===== src/rtl/axi_lite_pkg.sv =====
// Shared AXI4-Lite types for the slave register bank: response codes and the
// state encodings of the independent write and read channel FSMs.
package axi_lite_pkg;

  typedef enum logic [1:0] {
    OKAY   = 2'b00,
    SLVERR = 2'b10
  } resp_t;

  typedef enum logic {
    WR_COLLECT = 1'b0,
    WR_RESP    = 1'b1
  } wr_state_t;

  typedef enum logic {
    RD_IDLE = 1'b0,
    RD_DATA = 1'b1
  } rd_state_t;

  localparam int unsigned STRB_W = 4;

  function automatic resp_t range_resp(input logic in_range);
    return in_range ? OKAY : SLVERR;
  endfunction

endpackage


===== src/rtl/axi4_lite_slave_regs_if.sv =====
// AXI4-Lite bus between a master and the register-bank slave.
// Handshake: a beat transfers on a rising ACLK edge where VALID and READY are
// both 1; VALID, once raised, holds its payload stable until that edge.
interface axi4_lite_slave_regs_if #(
  parameter int ADDRESS    = 32,
  parameter int DATA_WIDTH = 32
) ();

  logic [ADDRESS-1:0]      S_AWADDR;
  logic                    S_AWVALID;
  logic                    S_AWREADY;
  logic [DATA_WIDTH-1:0]   S_WDATA;
  logic [DATA_WIDTH/8-1:0] S_WSTRB;
  logic                    S_WVALID;
  logic                    S_WREADY;
  logic [1:0]              S_BRESP;
  logic                    S_BVALID;
  logic                    S_BREADY;
  logic [ADDRESS-1:0]      S_ARADDR;
  logic                    S_ARVALID;
  logic                    S_ARREADY;
  logic [DATA_WIDTH-1:0]   S_RDATA;
  logic [1:0]              S_RRESP;
  logic                    S_RVALID;
  logic                    S_RREADY;

  modport slave (
    input  S_AWADDR, S_AWVALID, S_WDATA, S_WSTRB, S_WVALID, S_BREADY,
    input  S_ARADDR, S_ARVALID, S_RREADY,
    output S_AWREADY, S_WREADY, S_BRESP, S_BVALID,
    output S_ARREADY, S_RDATA, S_RRESP, S_RVALID
  );

  modport master (
    output S_AWADDR, S_AWVALID, S_WDATA, S_WSTRB, S_WVALID, S_BREADY,
    output S_ARADDR, S_ARVALID, S_RREADY,
    input  S_AWREADY, S_WREADY, S_BRESP, S_BVALID,
    input  S_ARREADY, S_RDATA, S_RRESP, S_RVALID
  );

endinterface


===== src/rtl/axi4_lite_regfile.sv =====
// NUM_REGS word registers with one byte-strobed synchronous write port,
// one combinational read port and a flat dump of every register.
module axi4_lite_regfile #(
  parameter  int NUM_REGS   = 16,
  parameter  int DATA_WIDTH = 32,
  localparam int IDX_W      = $clog2(NUM_REGS)
) (
  input  logic                           ACLK,
  input  logic                           ARESETN,
  input  logic                           wr_en,
  input  logic [IDX_W-1:0]               wr_idx,
  input  logic [DATA_WIDTH-1:0]          wr_data,
  input  logic [DATA_WIDTH/8-1:0]        wr_strb,
  input  logic [IDX_W-1:0]               rd_idx,
  output logic [DATA_WIDTH-1:0]          rd_data,
  output logic [NUM_REGS*DATA_WIDTH-1:0] regs_flat
);

  logic [DATA_WIDTH-1:0] mem [NUM_REGS];

  // Reset wins over a write landing on the same edge, so a reset that
  // arrives with a commit pending leaves every register cleared.
  always_ff @(posedge ACLK) begin
    if (!ARESETN) begin
      for (int k = 0; k < NUM_REGS; k++) begin
        mem[k] <= '0;
      end
    end else if (wr_en) begin
      for (int b = 0; b < DATA_WIDTH/8; b++) begin
        if (wr_strb[b]) begin
          mem[wr_idx][b*8 +: 8] <= wr_data[b*8 +: 8];
        end
      end
    end
  end

  assign rd_data = mem[rd_idx];

  for (genvar k = 0; k < NUM_REGS; k++) begin : g_flat
    assign regs_flat[k*DATA_WIDTH +: DATA_WIDTH] = mem[k];
  end

endmodule


===== src/rtl/axi4_lite_slave_regs.sv =====
// AXI4-Lite slave register bank: independent write (AW+W -> B) and read
// (AR -> R) channel FSMs in front of a strobed register file.
module axi4_lite_slave_regs
  import axi_lite_pkg::*;
#(
  parameter int ADDRESS    = 32,
  parameter int DATA_WIDTH = 32,
  parameter int NUM_REGS   = 16
) (
  input  logic                           ACLK,
  input  logic                           ARESETN,
  axi4_lite_slave_regs_if.slave          s_axi,
  output logic [NUM_REGS*DATA_WIDTH-1:0] regs_out,
  output wr_state_t                      dbg_wr_state,
  output rd_state_t                      dbg_rd_state
);

  localparam int IDX_W = $clog2(NUM_REGS);
  localparam logic [ADDRESS-1:0] MAP_BYTES = ADDRESS'(NUM_REGS * 4);

  // Write channel state
  wr_state_t               wr_state, wr_state_d;
  logic                    aw_held, aw_held_d;
  logic                    w_held, w_held_d;
  logic [ADDRESS-1:0]      awaddr_q, awaddr_d;
  logic [DATA_WIDTH-1:0]   wdata_q, wdata_d;
  logic [DATA_WIDTH/8-1:0] wstrb_q, wstrb_d;
  logic                    bvalid_q, bvalid_d;
  resp_t                   bresp_q, bresp_d;
  logic                    awready, wready;
  logic                    wr_in_range;
  logic                    commit;

  // Read channel state
  rd_state_t               rd_state, rd_state_d;
  logic                    rvalid_q, rvalid_d;
  resp_t                   rresp_q, rresp_d;
  logic [DATA_WIDTH-1:0]   rdata_q, rdata_d;
  logic                    arready;
  logic                    rd_in_range;
  logic [DATA_WIDTH-1:0]   rf_rdata;

  assign wr_in_range = (awaddr_q < MAP_BYTES);
  assign rd_in_range = (s_axi.S_ARADDR < MAP_BYTES);

  axi4_lite_regfile #(
    .NUM_REGS   (NUM_REGS),
    .DATA_WIDTH (DATA_WIDTH)
  ) u_regfile (
    .ACLK      (ACLK),
    .ARESETN   (ARESETN),
    .wr_en     (commit),
    .wr_idx    (awaddr_q[IDX_W+1:2]),
    .wr_data   (wdata_q),
    .wr_strb   (wstrb_q),
    .rd_idx    (s_axi.S_ARADDR[IDX_W+1:2]),
    .rd_data   (rf_rdata),
    .regs_flat (regs_out)
  );

  // AW and W are captured independently; the commit happens one edge after
  // both are held, which is also the edge that raises BVALID.
  always_comb begin
    wr_state_d = wr_state;
    aw_held_d  = aw_held;
    w_held_d   = w_held;
    awaddr_d   = awaddr_q;
    wdata_d    = wdata_q;
    wstrb_d    = wstrb_q;
    bvalid_d   = bvalid_q;
    bresp_d    = bresp_q;
    commit     = 1'b0;
    awready    = 1'b0;
    wready     = 1'b0;
    unique case (wr_state)
      WR_COLLECT: begin
        awready = ARESETN & ~aw_held;
        wready  = ARESETN & ~w_held;
        if (aw_held && w_held) begin
          commit     = wr_in_range;
          bvalid_d   = 1'b1;
          bresp_d    = range_resp(wr_in_range);
          aw_held_d  = 1'b0;
          w_held_d   = 1'b0;
          wr_state_d = WR_RESP;
        end else begin
          if (s_axi.S_AWVALID && awready) begin
            aw_held_d = 1'b1;
            awaddr_d  = s_axi.S_AWADDR;
          end
          if (s_axi.S_WVALID && wready) begin
            w_held_d = 1'b1;
            wdata_d  = s_axi.S_WDATA;
            wstrb_d  = s_axi.S_WSTRB;
          end
        end
      end
      WR_RESP: begin
        if (s_axi.S_BREADY) begin
          bvalid_d   = 1'b0;
          wr_state_d = WR_COLLECT;
        end
      end
      default: wr_state_d = WR_COLLECT;
    endcase
  end

  always_ff @(posedge ACLK) begin
    if (!ARESETN) begin
      wr_state <= WR_COLLECT;
      aw_held  <= 1'b0;
      w_held   <= 1'b0;
      awaddr_q <= '0;
      wdata_q  <= '0;
      wstrb_q  <= '0;
      bvalid_q <= 1'b0;
      bresp_q  <= OKAY;
    end else begin
      wr_state <= wr_state_d;
      aw_held  <= aw_held_d;
      w_held   <= w_held_d;
      awaddr_q <= awaddr_d;
      wdata_q  <= wdata_d;
      wstrb_q  <= wstrb_d;
      bvalid_q <= bvalid_d;
      bresp_q  <= bresp_d;
    end
  end

  // The read port samples storage before any same-edge commit lands, so a
  // colliding read returns the pre-write value.
  always_comb begin
    rd_state_d = rd_state;
    rvalid_d   = rvalid_q;
    rresp_d    = rresp_q;
    rdata_d    = rdata_q;
    arready    = 1'b0;
    unique case (rd_state)
      RD_IDLE: begin
        arready = ARESETN;
        if (s_axi.S_ARVALID && arready) begin
          rdata_d    = rd_in_range ? rf_rdata : '0;
          rresp_d    = range_resp(rd_in_range);
          rvalid_d   = 1'b1;
          rd_state_d = RD_DATA;
        end
      end
      RD_DATA: begin
        if (s_axi.S_RREADY) begin
          rvalid_d   = 1'b0;
          rd_state_d = RD_IDLE;
        end
      end
      default: rd_state_d = RD_IDLE;
    endcase
  end

  always_ff @(posedge ACLK) begin
    if (!ARESETN) begin
      rd_state <= RD_IDLE;
      rvalid_q <= 1'b0;
      rresp_q  <= OKAY;
      rdata_q  <= '0;
    end else begin
      rd_state <= rd_state_d;
      rvalid_q <= rvalid_d;
      rresp_q  <= rresp_d;
      rdata_q  <= rdata_d;
    end
  end

  assign s_axi.S_AWREADY = awready;
  assign s_axi.S_WREADY  = wready;
  assign s_axi.S_BVALID  = bvalid_q;
  assign s_axi.S_BRESP   = bresp_q;
  assign s_axi.S_ARREADY = arready;
  assign s_axi.S_RVALID  = rvalid_q;
  assign s_axi.S_RRESP   = rresp_q;
  assign s_axi.S_RDATA   = rdata_q;

  assign dbg_wr_state = wr_state;
  assign dbg_rd_state = rd_state;

endmodule

===== src/flat_wrapper.sv =====
// flat-port wrapper written by rule: the top's interface ports become plain ports
module axi4_lite_slave_regs_flat import axi_lite_pkg::*;
#(
  parameter int ADDRESS    = 32,
  parameter int DATA_WIDTH = 32,
  parameter int NUM_REGS   = 16
)
  (ACLK, ARESETN, regs_out, dbg_wr_state, dbg_rd_state, s_axi_S_AWADDR, s_axi_S_AWVALID, s_axi_S_WDATA, s_axi_S_WSTRB, s_axi_S_WVALID, s_axi_S_BREADY, s_axi_S_ARADDR, s_axi_S_ARVALID, s_axi_S_RREADY, s_axi_S_AWREADY, s_axi_S_WREADY, s_axi_S_BRESP, s_axi_S_BVALID, s_axi_S_ARREADY, s_axi_S_RDATA, s_axi_S_RRESP, s_axi_S_RVALID);
  axi4_lite_slave_regs_if #(.ADDRESS(ADDRESS), .DATA_WIDTH(DATA_WIDTH)) s_axi_i ();
  input  logic ACLK;
  input  logic ARESETN;
  output logic [NUM_REGS*DATA_WIDTH-1:0] regs_out;
  output wr_state_t dbg_wr_state;
  output rd_state_t dbg_rd_state;
  input wire logic [$bits(s_axi_i.S_AWADDR)-1:0] s_axi_S_AWADDR;
  input wire logic [$bits(s_axi_i.S_AWVALID)-1:0] s_axi_S_AWVALID;
  input wire logic [$bits(s_axi_i.S_WDATA)-1:0] s_axi_S_WDATA;
  input wire logic [$bits(s_axi_i.S_WSTRB)-1:0] s_axi_S_WSTRB;
  input wire logic [$bits(s_axi_i.S_WVALID)-1:0] s_axi_S_WVALID;
  input wire logic [$bits(s_axi_i.S_BREADY)-1:0] s_axi_S_BREADY;
  input wire logic [$bits(s_axi_i.S_ARADDR)-1:0] s_axi_S_ARADDR;
  input wire logic [$bits(s_axi_i.S_ARVALID)-1:0] s_axi_S_ARVALID;
  input wire logic [$bits(s_axi_i.S_RREADY)-1:0] s_axi_S_RREADY;
  output wire logic [$bits(s_axi_i.S_AWREADY)-1:0] s_axi_S_AWREADY;
  output wire logic [$bits(s_axi_i.S_WREADY)-1:0] s_axi_S_WREADY;
  output wire logic [$bits(s_axi_i.S_BRESP)-1:0] s_axi_S_BRESP;
  output wire logic [$bits(s_axi_i.S_BVALID)-1:0] s_axi_S_BVALID;
  output wire logic [$bits(s_axi_i.S_ARREADY)-1:0] s_axi_S_ARREADY;
  output wire logic [$bits(s_axi_i.S_RDATA)-1:0] s_axi_S_RDATA;
  output wire logic [$bits(s_axi_i.S_RRESP)-1:0] s_axi_S_RRESP;
  output wire logic [$bits(s_axi_i.S_RVALID)-1:0] s_axi_S_RVALID;
  assign s_axi_i.S_AWADDR = s_axi_S_AWADDR;
  assign s_axi_i.S_AWVALID = s_axi_S_AWVALID;
  assign s_axi_i.S_WDATA = s_axi_S_WDATA;
  assign s_axi_i.S_WSTRB = s_axi_S_WSTRB;
  assign s_axi_i.S_WVALID = s_axi_S_WVALID;
  assign s_axi_i.S_BREADY = s_axi_S_BREADY;
  assign s_axi_i.S_ARADDR = s_axi_S_ARADDR;
  assign s_axi_i.S_ARVALID = s_axi_S_ARVALID;
  assign s_axi_i.S_RREADY = s_axi_S_RREADY;
  assign s_axi_S_AWREADY = s_axi_i.S_AWREADY;
  assign s_axi_S_WREADY = s_axi_i.S_WREADY;
  assign s_axi_S_BRESP = s_axi_i.S_BRESP;
  assign s_axi_S_BVALID = s_axi_i.S_BVALID;
  assign s_axi_S_ARREADY = s_axi_i.S_ARREADY;
  assign s_axi_S_RDATA = s_axi_i.S_RDATA;
  assign s_axi_S_RRESP = s_axi_i.S_RRESP;
  assign s_axi_S_RVALID = s_axi_i.S_RVALID;
  axi4_lite_slave_regs #(.ADDRESS(ADDRESS), .DATA_WIDTH(DATA_WIDTH), .NUM_REGS(NUM_REGS)) u_core (.ACLK(ACLK), .ARESETN(ARESETN), .s_axi(s_axi_i), .regs_out(regs_out), .dbg_wr_state(dbg_wr_state), .dbg_rd_state(dbg_rd_state));
endmodule

===== config.mk =====
export PLATFORM = sky130hd
export DESIGN_NAME = axi4_lite_slave_regs_flat
export DESIGN_NICKNAME = d
export VERILOG_FILES = /design/src/rtl/axi_lite_pkg.sv /design/src/rtl/axi4_lite_slave_regs_if.sv /design/src/rtl/axi4_lite_regfile.sv /design/src/rtl/axi4_lite_slave_regs.sv /design/src/flat_wrapper.sv
export SDC_FILE = /design/constraint.sdc
export NUM_CORES = 1
export LEC_CHECK = 0
export BUFFER_PORTS_ARGS = -buffer_cell sky130_fd_sc_hd__buf_2
export CELL_PAD_IN_SITES_DETAIL_PLACEMENT = 1
export CELL_PAD_IN_SITES_GLOBAL_PLACEMENT = 2
export CORE_AREA = 5 5 295 268
export CTS_CLUSTER_DIAMETER = 100
export DETAILED_ROUTE_END_ITERATION = 7
export DIE_AREA = 0 0 300 273
export PLACE_DENSITY_LB_ADDON = 0.1
export SYNTH_ARGS = -nofsm -noshare
export SYNTH_HDL_FRONTEND = slang
export SYNTH_HIERARCHICAL = 1
export SYNTH_SLANG_ARGS = --single-unit

===== constraint.sdc =====
create_clock -name ACLK -period 3.7 [get_ports ACLK]
set_input_delay 0.185 -clock ACLK [delete_from_list [all_inputs] [get_ports ACLK]]
set_output_delay 0.185 -clock ACLK [all_outputs]
set_load 0.01 [all_outputs]

==> results of run 1 <==
-- critical path, cell delays in order (launching register included) --
cell and delay [ns]:
dfxtp_1 0.32, nor4_1 0.44, nand4_1 0.27, nor2_2 0.16
buf_4 0.20, and3_1 0.58, nand2_1 0.53, nor2_1 0.25
-- state kept, by name, summed over array words and instances, names as in the netlist --
signal	count
u_core/aw_held	1
u_core/awaddr_q	30
u_core/dbg_rd_state	1
u_core/dbg_wr_state	1
u_core/s_axi.S_BRESP	1
u_core/s_axi.S_BVALID	1
u_core/s_axi.S_RDATA	32
u_core/s_axi.S_RRESP	1
u_core/s_axi.S_RVALID	1
u_core/u_regfile/mem	512
u_core/w_held	1
u_core/wdata_q	32
u_core/wstrb_q	4
-- cells by family after synthesis --
logic type | Yosys count | share of synthesized area [%]
other | 1 | 0.0143
buffers and inverters | 187 | 3.24
AO/OA/AOI/OAI | 233 | 5.75
multiplexers | 128 | 11.0
AND/OR/NAND/NOR | 849 | 13.4
flip-flops | 618 | 66.6
-- per-layer routing --
layer  share of wire (%)  GRT usage, %  wire length [µm]
met1                  40          35.2             45900
met2                  49          46.0             56300
met3                 7.3          5.19              8370
met4                 3.6          9.06              4120
met5                   0             0                 0
-- cell usage in the layout, fill, tap and decap left out, types with 67 or more instances in the layout --
cell type / synthesis / layout
mux4_2: 128 / 128
nand2_1: 209 / 200
nand3_1: 72 / 67
clkbuf_16: 0 / 72
dlygate4sd3_1: 0 / 70
nor2_1: 492 / 490
buf_2: 32 / 652
o21ai_0: 95 / 95
edfxtp_1: 512 / 512
dfxtp_1: 106 / 106
buf_4: 12 / 118
-- worst min-delay path by stage --
stage                                    to  cells after the start         startpoint  slack [ns]
global route             u_core/wdata_q[18]                      2            ARESETN        0.03
detailed placement       u_core/wdata_q[14]                      3  s_axi_S_WDATA[14]        0.43
finish              u_core/s_axi.S_RDATA[3]                      3            ARESETN        0.04
CTS                      u_core/wdata_q[16]                      2            ARESETN     0.00005
floorplan                u_core/awaddr_q[2]                      2  s_axi_S_AWADDR[2]        0.32
global placement         u_core/wdata_q[28]                      3  s_axi_S_WDATA[28]        0.43
-- through the flow --
step	worst slack (ns)	power, W	hold slack, ns	cell area [µm²]	instances
final	0.779	0.0163	0.0425	33900	3787
after global routing	0.660	0.0168	0.0285	33900	3786
after CTS	0.815	0.0164	0.0000502	33900	3785
after detailed placement	0.814	0.00947	0.434	31000	3587
after global placement	0.833	0.00945	0.427	31000	3587
after floorplan	1.09	0.00871	0.320	26300	2017
-- power by group through the flow --
stage / combinational (W) / sequential [W] / clock [W]
final: 0.00143 / 0.00795 / 0.00690
after global routing: 0.00151 / 0.00797 / 0.00733
after CTS: 0.00144 / 0.00795 / 0.00703
after detailed placement: 0.00137 / 0.00810 / 0
after global placement: 0.00136 / 0.00809 / 0
after floorplan: 0.000606 / 0.00810 / 0
-- what timing repair did --
| action | in CTS | in global routing |
|---|---|---|
| endpoints found under the setup margin | 0 | 0 |
| hold endpoints to repair | 70 | 0 |
| hold buffers | 70 | 0 |
-- area by class of cell --
class	count	share of cell area (%)
Tap cell	980	3.61
Multi-Input combinational cell	1212	23.6
Clock buffer	99	5.82
Sequential cell	618	51.6
Timing Repair Buffer	847	14.6
Clock inverter	29	0.767
Antenna cell	2	0.0147
==> impl_results.md, run 1 <==
- Time the final worst path needs with I/O delays and setup: about 3 ns
- Worst Path Required: 4.12 ns
- Max_slew headroom: about 23%
- Yosys Warn Count: 6
- Maximum clock frequency: 0.342 GHz
- End point of the critical path: u_core/u_regfile/mem[12][31]
- Count of clock tree sinks: 618
- Worst reg2reg setup slack: 0.78 ns
- Power density over cell area: between 400 and 500 mW/mm²
- Overflow left after global routing: 0
- Syn_area_per_cell: around 13 µm²
- IO Port Bufs: ~660
- Area taken by multi-input logic gates: about 0.0080 mm²
- Final number of setup-violating endpoints: 0
- Synthesized netlist cell count: about 2000
- Total routed wirelength: 115 mm
- Clock tree from TritonCTS: done
- Part of the power in the clock network: between 40% and 50%
- Via density: around 5.4
- Pin count of the biggest net entering global routing: 67
- Horiz. Die Dim: around 300 µm
- Routed vias: 20597
- Design internal power: approximately 0.012 W
- CP startpoint: u_core/awaddr_q[22]
- Die outline height: 273 µm
- Reg clk slew, reported paths: ~0.050 ns
- Setup TNS Final: 0 ns
- Total count of hold-check failures in the final report: 0
- Count of pins over their slew limit: 0
- Worst clock skew: 0.0314 ns
- First-pass GRT wire length: 160 mm
- Starting DRT DRC Count: 2066
- Most used flip-flop cell after synthesis: edfxtp_1
- #FFs+latches synth: a little over 600
- Number of unique standard cell types used by synthesis: 39
- Signed area change from the synthesized netlist to the final layout: 29.2%
- IO Pins: 662
- Actual transition at the worst max-transition pin: ~1.2 ns
- Count of flip-flops with a built-in enable after synthesis: between 500 and 600
- Data arrival, critical path: 3.34 ns
- Area share of the largest cell type after synthesis: approximately three fifths
- Most repeated cell in the gate-level netlist after synthesis: edfxtp_1
- Register cell area after layout: ~0.017 mm²
- Routed len/inst: between 30 and 40 µm
- Leakage power summed over all cells: between 10 and 15 nW
- Clock root buffer: clkbuf_16
- Most numerous cell types in the synthesized netlist: edfxtp_1 (512), nor2_1 (492), nand2_1 (209)
- Nets: roughly 2900
- Part of the Yosys area used for sequential elements: between 60% and 70%
- Number of filler instances in the final layout: 8130
- Cells on worst reg2reg path: 7
- Portion of the clock cycle consumed by the worst path in the final layout: slightly below 80%
- Register share of total power: between 40% and 50%
- Number of standard-cell rows in the floorplan: 96
- CTS Buffer Depth: 3
- Area contributors post-synth: edfxtp_1 (59%), mux4_2 (11%), dfxtp_1 (8.1%)
- Share of total power consumed by net switching: between 20 and 25%
- FFs w/ async S/R, synth: 0%
- Core Footprint: around 0.076 mm²
- Residual antenna-violating net count after detailed routing: 0
- Finished Core Util: about 45%
- Switching power summed over all nets: 0.00395 W
- Path type of the worst setup path: flip-flop to flip-flop
- Highest ir drop seen on vdd: roughly 0.29 mV
- TritonCTS buffer count: 70
- Number of antenna violations at the first check in global routing: 2
- Detailed-router iteration count before antenna repair: 5
- Power share of the combinational group: around 8.8%
- Floorplan die area: between 0.08 and 0.09 mm²
- Origin of the critical flop-to-flop path: u_core/awaddr_q[22]
- Area leader, netlist: edfxtp_1
- Type of the most critical hold path: input pin to flip-flop
- Worst r2r dst: u_core/u_regfile/mem[12][31]
- CP Capture Type: flip-flop
- Post-DP HPWL: between 80 and 90 mm
- Share of post-route cells with drive strength above 1: 36.9%
- Global placer's final weighted congestion: about 0.85
- Outcome: finished, final reports clean
- Cell Area, Synth: 0.0263 mm²
- Number of cells upsized or downsized after cts: 0
- Number of maximum-capacitance violations: 0
- # H-tree levels: 3
- Vias in the first global route: 21277
- Effective utilization at floorplan: between 30% and 40%
- Critical path peak fanout: 15
- Remaining routing DRC violations: 0
- Global-route usage over all layers: a little over a quarter
- Setup repair after global routing missed its margin: no
- Worst Setup Start Kind: flip-flop
- Source-to-sink clock delay at the later pin of the worst-skew pair: ~0.61 ns
- Setup repair bufs after CTS: 0
No activity file was read; power rests on OpenSTA's default activity.
==> run 2: changes to the inputs <==
- clock period: 3.7 -> 2.85 ns (I/O delays scaled with it)
==> run 2 against run 1 <==
Sequential share of layout area decreased by 0.87 points. Routed wire length shrank 0.93%. Core utilization grew 0.77 points. Largest power group unchanged.
==> impl_results.md, run 2 (synthesized netlist as in run 1, its figures left out) <==
- Path type of the worst setup path: flip-flop to flip-flop (unchanged)
- Number of standard-cell rows in the floorplan: 96 (unchanged)
- DR WL met2: 55.9 mm (was 56.3 mm)
- Floorplan die area: 0.0819 mm² (unchanged)
- Clock tree from TritonCTS: done (unchanged)
- Worst Setup Start Kind: flip-flop (unchanged)
- Time the final worst path needs with I/O delays and setup: 2.58 ns (was 2.92 ns)
- CTS Buffer Depth: 3 (unchanged)
- Area taken by multi-input logic gates: 0.00801 mm² (unchanged)
- Count of clock tree sinks: 618 (unchanged)
- Worst Slack Setup Final: 0.275 ns (was 0.779 ns)
- CP Capture Type: flip-flop (unchanged)
- Setup TNS Final: 0 ns (unchanged)
- Remaining routing DRC violations: 0 (unchanged)
- Number of maximum-capacitance violations: 0 (unchanged)
- Global-route usage over all layers: 26.7% (was 27.1%)
- Via density: 5.37 (was 5.44)
- Worst clock skew: 0.0201 ns (was 0.0314 ns)
- Part of the power in the clock network: 42.4% (about the same)
- Power density over cell area: 613 mW/mm² (was 480 mW/mm²)
- Register cell area after layout: 0.0175 mm² (unchanged)
- Most used cells in the layout excluding fill and tap cells: buf_2 (652), edfxtp_1 (512), nor2_1 (490), nand2_1 (200), buf_4 (172) (was buf_2 (652), edfxtp_1 (512), nor2_1 (490), nand2_1 (200), mux4_2 (128))
- Reg clk slew, reported paths: 0.06 ns (was 0.05 ns)
- Number of antenna violations at the first check in global routing: 3 (was 2)
- Most frequent CP cell: buf_4
- Global placer's final weighted congestion: 0.861 (was 0.846)
- Power share of the combinational group: 8.9% (was 8.8%)
- Core Footprint: 0.0757 mm² (unchanged)
- Share of post-route cells with drive strength above 1: 38.0% (was 36.9%)
- Top Layer Used: met4 (unchanged)
- TritonCTS buffer count: 69 (was 70)
- Source-to-sink clock delay at the later pin of the worst-skew pair: 0.61 ns (about the same)
- Switching power summed over all nets: 0.00511 W (was 0.00395 W)
- Setup repair after global routing missed its margin: no (unchanged)
- Maximum clock frequency: 0.388 GHz (was 0.342 GHz)
- First-pass GRT wire length: 158 mm (was 160 mm)
- Kind of cell with the highest combined delay on the critical path: simple AND/OR/NAND/NOR gates (unchanged)
- Total count of hold-check failures in the final report: 0 (unchanged)
- Final number of setup-violating endpoints: 0 (unchanged)
- Residual antenna-violating net count after detailed routing: 0 (unchanged)
- Clock root buffer: clkbuf_16 (unchanged)
- Largest register by flop count: u_core/u_regfile/mem (unchanged)
- Detailed-router iteration count before antenna repair: 5 (unchanged)
- Design internal power: 0.0161 W (was 0.0123 W)
- Overflow left after global routing: 0 (unchanged)
- IO Port Bufs: 655 (unchanged)
- Slowest library cell on the worst path: nor4_1 (was and3_1)
- Number of filler instances in the final layout: 8105 (was 8130)
- Ordered cell list for the critical path: nor4_1 > nand4_1 > nor2_2 > buf_4 > nand3_1 > buf_4 > o21ai_1 > buf_4 (was nor4_1 > nand4_1 > nor2_2 > buf_4 > and3_1 > nand2_1 > nor2_1)
- Data arrival, critical path: 2.88 ns (was 3.34 ns)
- Actual transition at the worst max-transition pin: 0.894 ns (was 1.16 ns)
- Vias in the first global route: 21329 (was 21277)
- Nets: 2921 (was 2856)
- Routed wl met3: 8.70 mm (was 8.37 mm)
- Metal-1 WL: 44.9 mm (was 45.9 mm)
- Outcome: finished, final reports clean (unchanged)
- Setup repair bufs after CTS: 0 (unchanged)
- Post-DP HPWL: 84.2 mm (was 82.7 mm)
- Critical Path Max Stage Delay: 0.42 ns (was 0.58 ns)
- Count of pins over their slew limit: 0 (unchanged)
- Routed len/inst: 29.5 µm (was 30.3 µm)
- Commonest non-fill, non-tap cell in the layout: buf_2 (unchanged)
- Tightest hold margin: 0.122 ns (was 0.0425 ns)
- Leakage power summed over all cells: 13.5 nW (was 13.2 nW)
- Die outline height: 273 µm (unchanged)
- Starting DRT DRC Count: 1901 (was 2066)
- Signed area change from the synthesized netlist to the final layout: 31.4% (was 29.2%)
- Effective utilization at floorplan: 34.7% (unchanged)
- IO Pins: 662 (unchanged)
- Worst setup slack before clock tree synthesis: 0.155 ns (was 0.814 ns)
- Routed vias: 20700 (was 20597)
- Max_slew headroom: 40.2% (was 22.9%)
- Type of the most critical hold path: input pin to flip-flop (unchanged)
- Pin count of the biggest net entering global routing: 57 (was 67)
- Highest ir drop seen on vdd: 0.364 mV (was 0.291 mV)
- Register share of total power: 48.7% (was 48.9%)
- Total routed wirelength: 114 mm (was 115 mm)
- Horiz. Die Dim: 300 µm (unchanged)
- Portion of the clock cycle consumed by the worst path in the final layout: 90.4% (was 78.9%)
- # H-tree levels: 3 (unchanged)
- Worst Path Required: 3.15 ns (was 4.12 ns)
- Number of buffer and inverter instances along the worst setup path: 3 (was 1)
- Share of total power consumed by net switching: 24.1% (was 24.2%)
- Critical path peak fanout: 16 (was 15)
- Flip-flop count of the largest register after layout: 512 (unchanged)
run 2: cell count changes in the layout (fill, tap and decap cells not counted), moves of 2 or more:
cell / delta
clkbuf_8: -2
buf_12: +5
inv_6: -2
clkbuf_1: +3
dlygate4sd3_1: +7
buf_4: +54
run 2: layout make-up:
cell class,instances,share of cell area (%)
timing repair buffer,913,16.0
clock buffer,102,5.77
antenna,3,0.0217
tap,980,3.55
clock inverter,26,0.728
sequential,618,50.7
multi-input combinational,1212,23.2
run 2: per-stage QoR:
stage | std cells | util [%] | power [W] | cell area, µm²
final | 3854 | 45.6 | 0.0212 | 34500
after global routing | 3851 | 45.6 | 0.0218 | 34500
after CTS | 3851 | 45.6 | 0.0214 | 34500
after detailed placement | 3646 | 41.6 | 0.0123 | 31500
after global placement | 3646 | 41.6 | 0.0123 | 31500
after floorplan | 2017 | - | 0.0113 | 26300
run 2: power by group through the flow:
stage	clock [W]	sequential (W)	combinational, W
floorplan	0	0.0105	0.000786
global placement	0	0.0105	0.00178
detailed placement	0	0.0105	0.00181
CTS	0.00914	0.0103	0.00190
global route	0.00951	0.0103	0.00199
finish	0.00896	0.0103	0.00188
run 2: path summary, 6_finish.rpt:
path / depth (start not counted) / from / end / slack, ns
worst min register to register: 2 / u_core/wdata_q[23] / u_core/wdata_q[23] / 0.46
worst max-delay path: 8 / u_core/awaddr_q[22] / u_core/u_regfile/mem[6][17] / 0.27
worst min-delay path: 5 / s_axi_S_AWVALID / u_core/awaddr_q[11] / 0.12
worst max register to register: 8 / u_core/awaddr_q[22] / u_core/u_regfile/mem[6][17] / 0.27
run 2: timing repair:
action / in CTS / in global routing
gates resized for setup: 0 / 1
endpoints found under the hold margin: 72 / 0
setup endpoints to repair: 0 / 1
hold buffers: 77 / 0
run 2: worst register-to-register path: stages (launching register included):
cell     delay, ns
dfxtp_1       0.31
nor4_1        0.42
nand4_1       0.30
nor2_2        0.19
buf_4         0.19
nand3_1       0.09
buf_4         0.21
o21ai_1       0.33
buf_4         0.24
run 2: layer usage:
layer	global-route usage [%]	vias up
met5	0	-
met4	8.94	0
met3	5.26	201
met2	45.4	978
met1	34.5	10653
li1	-	8868
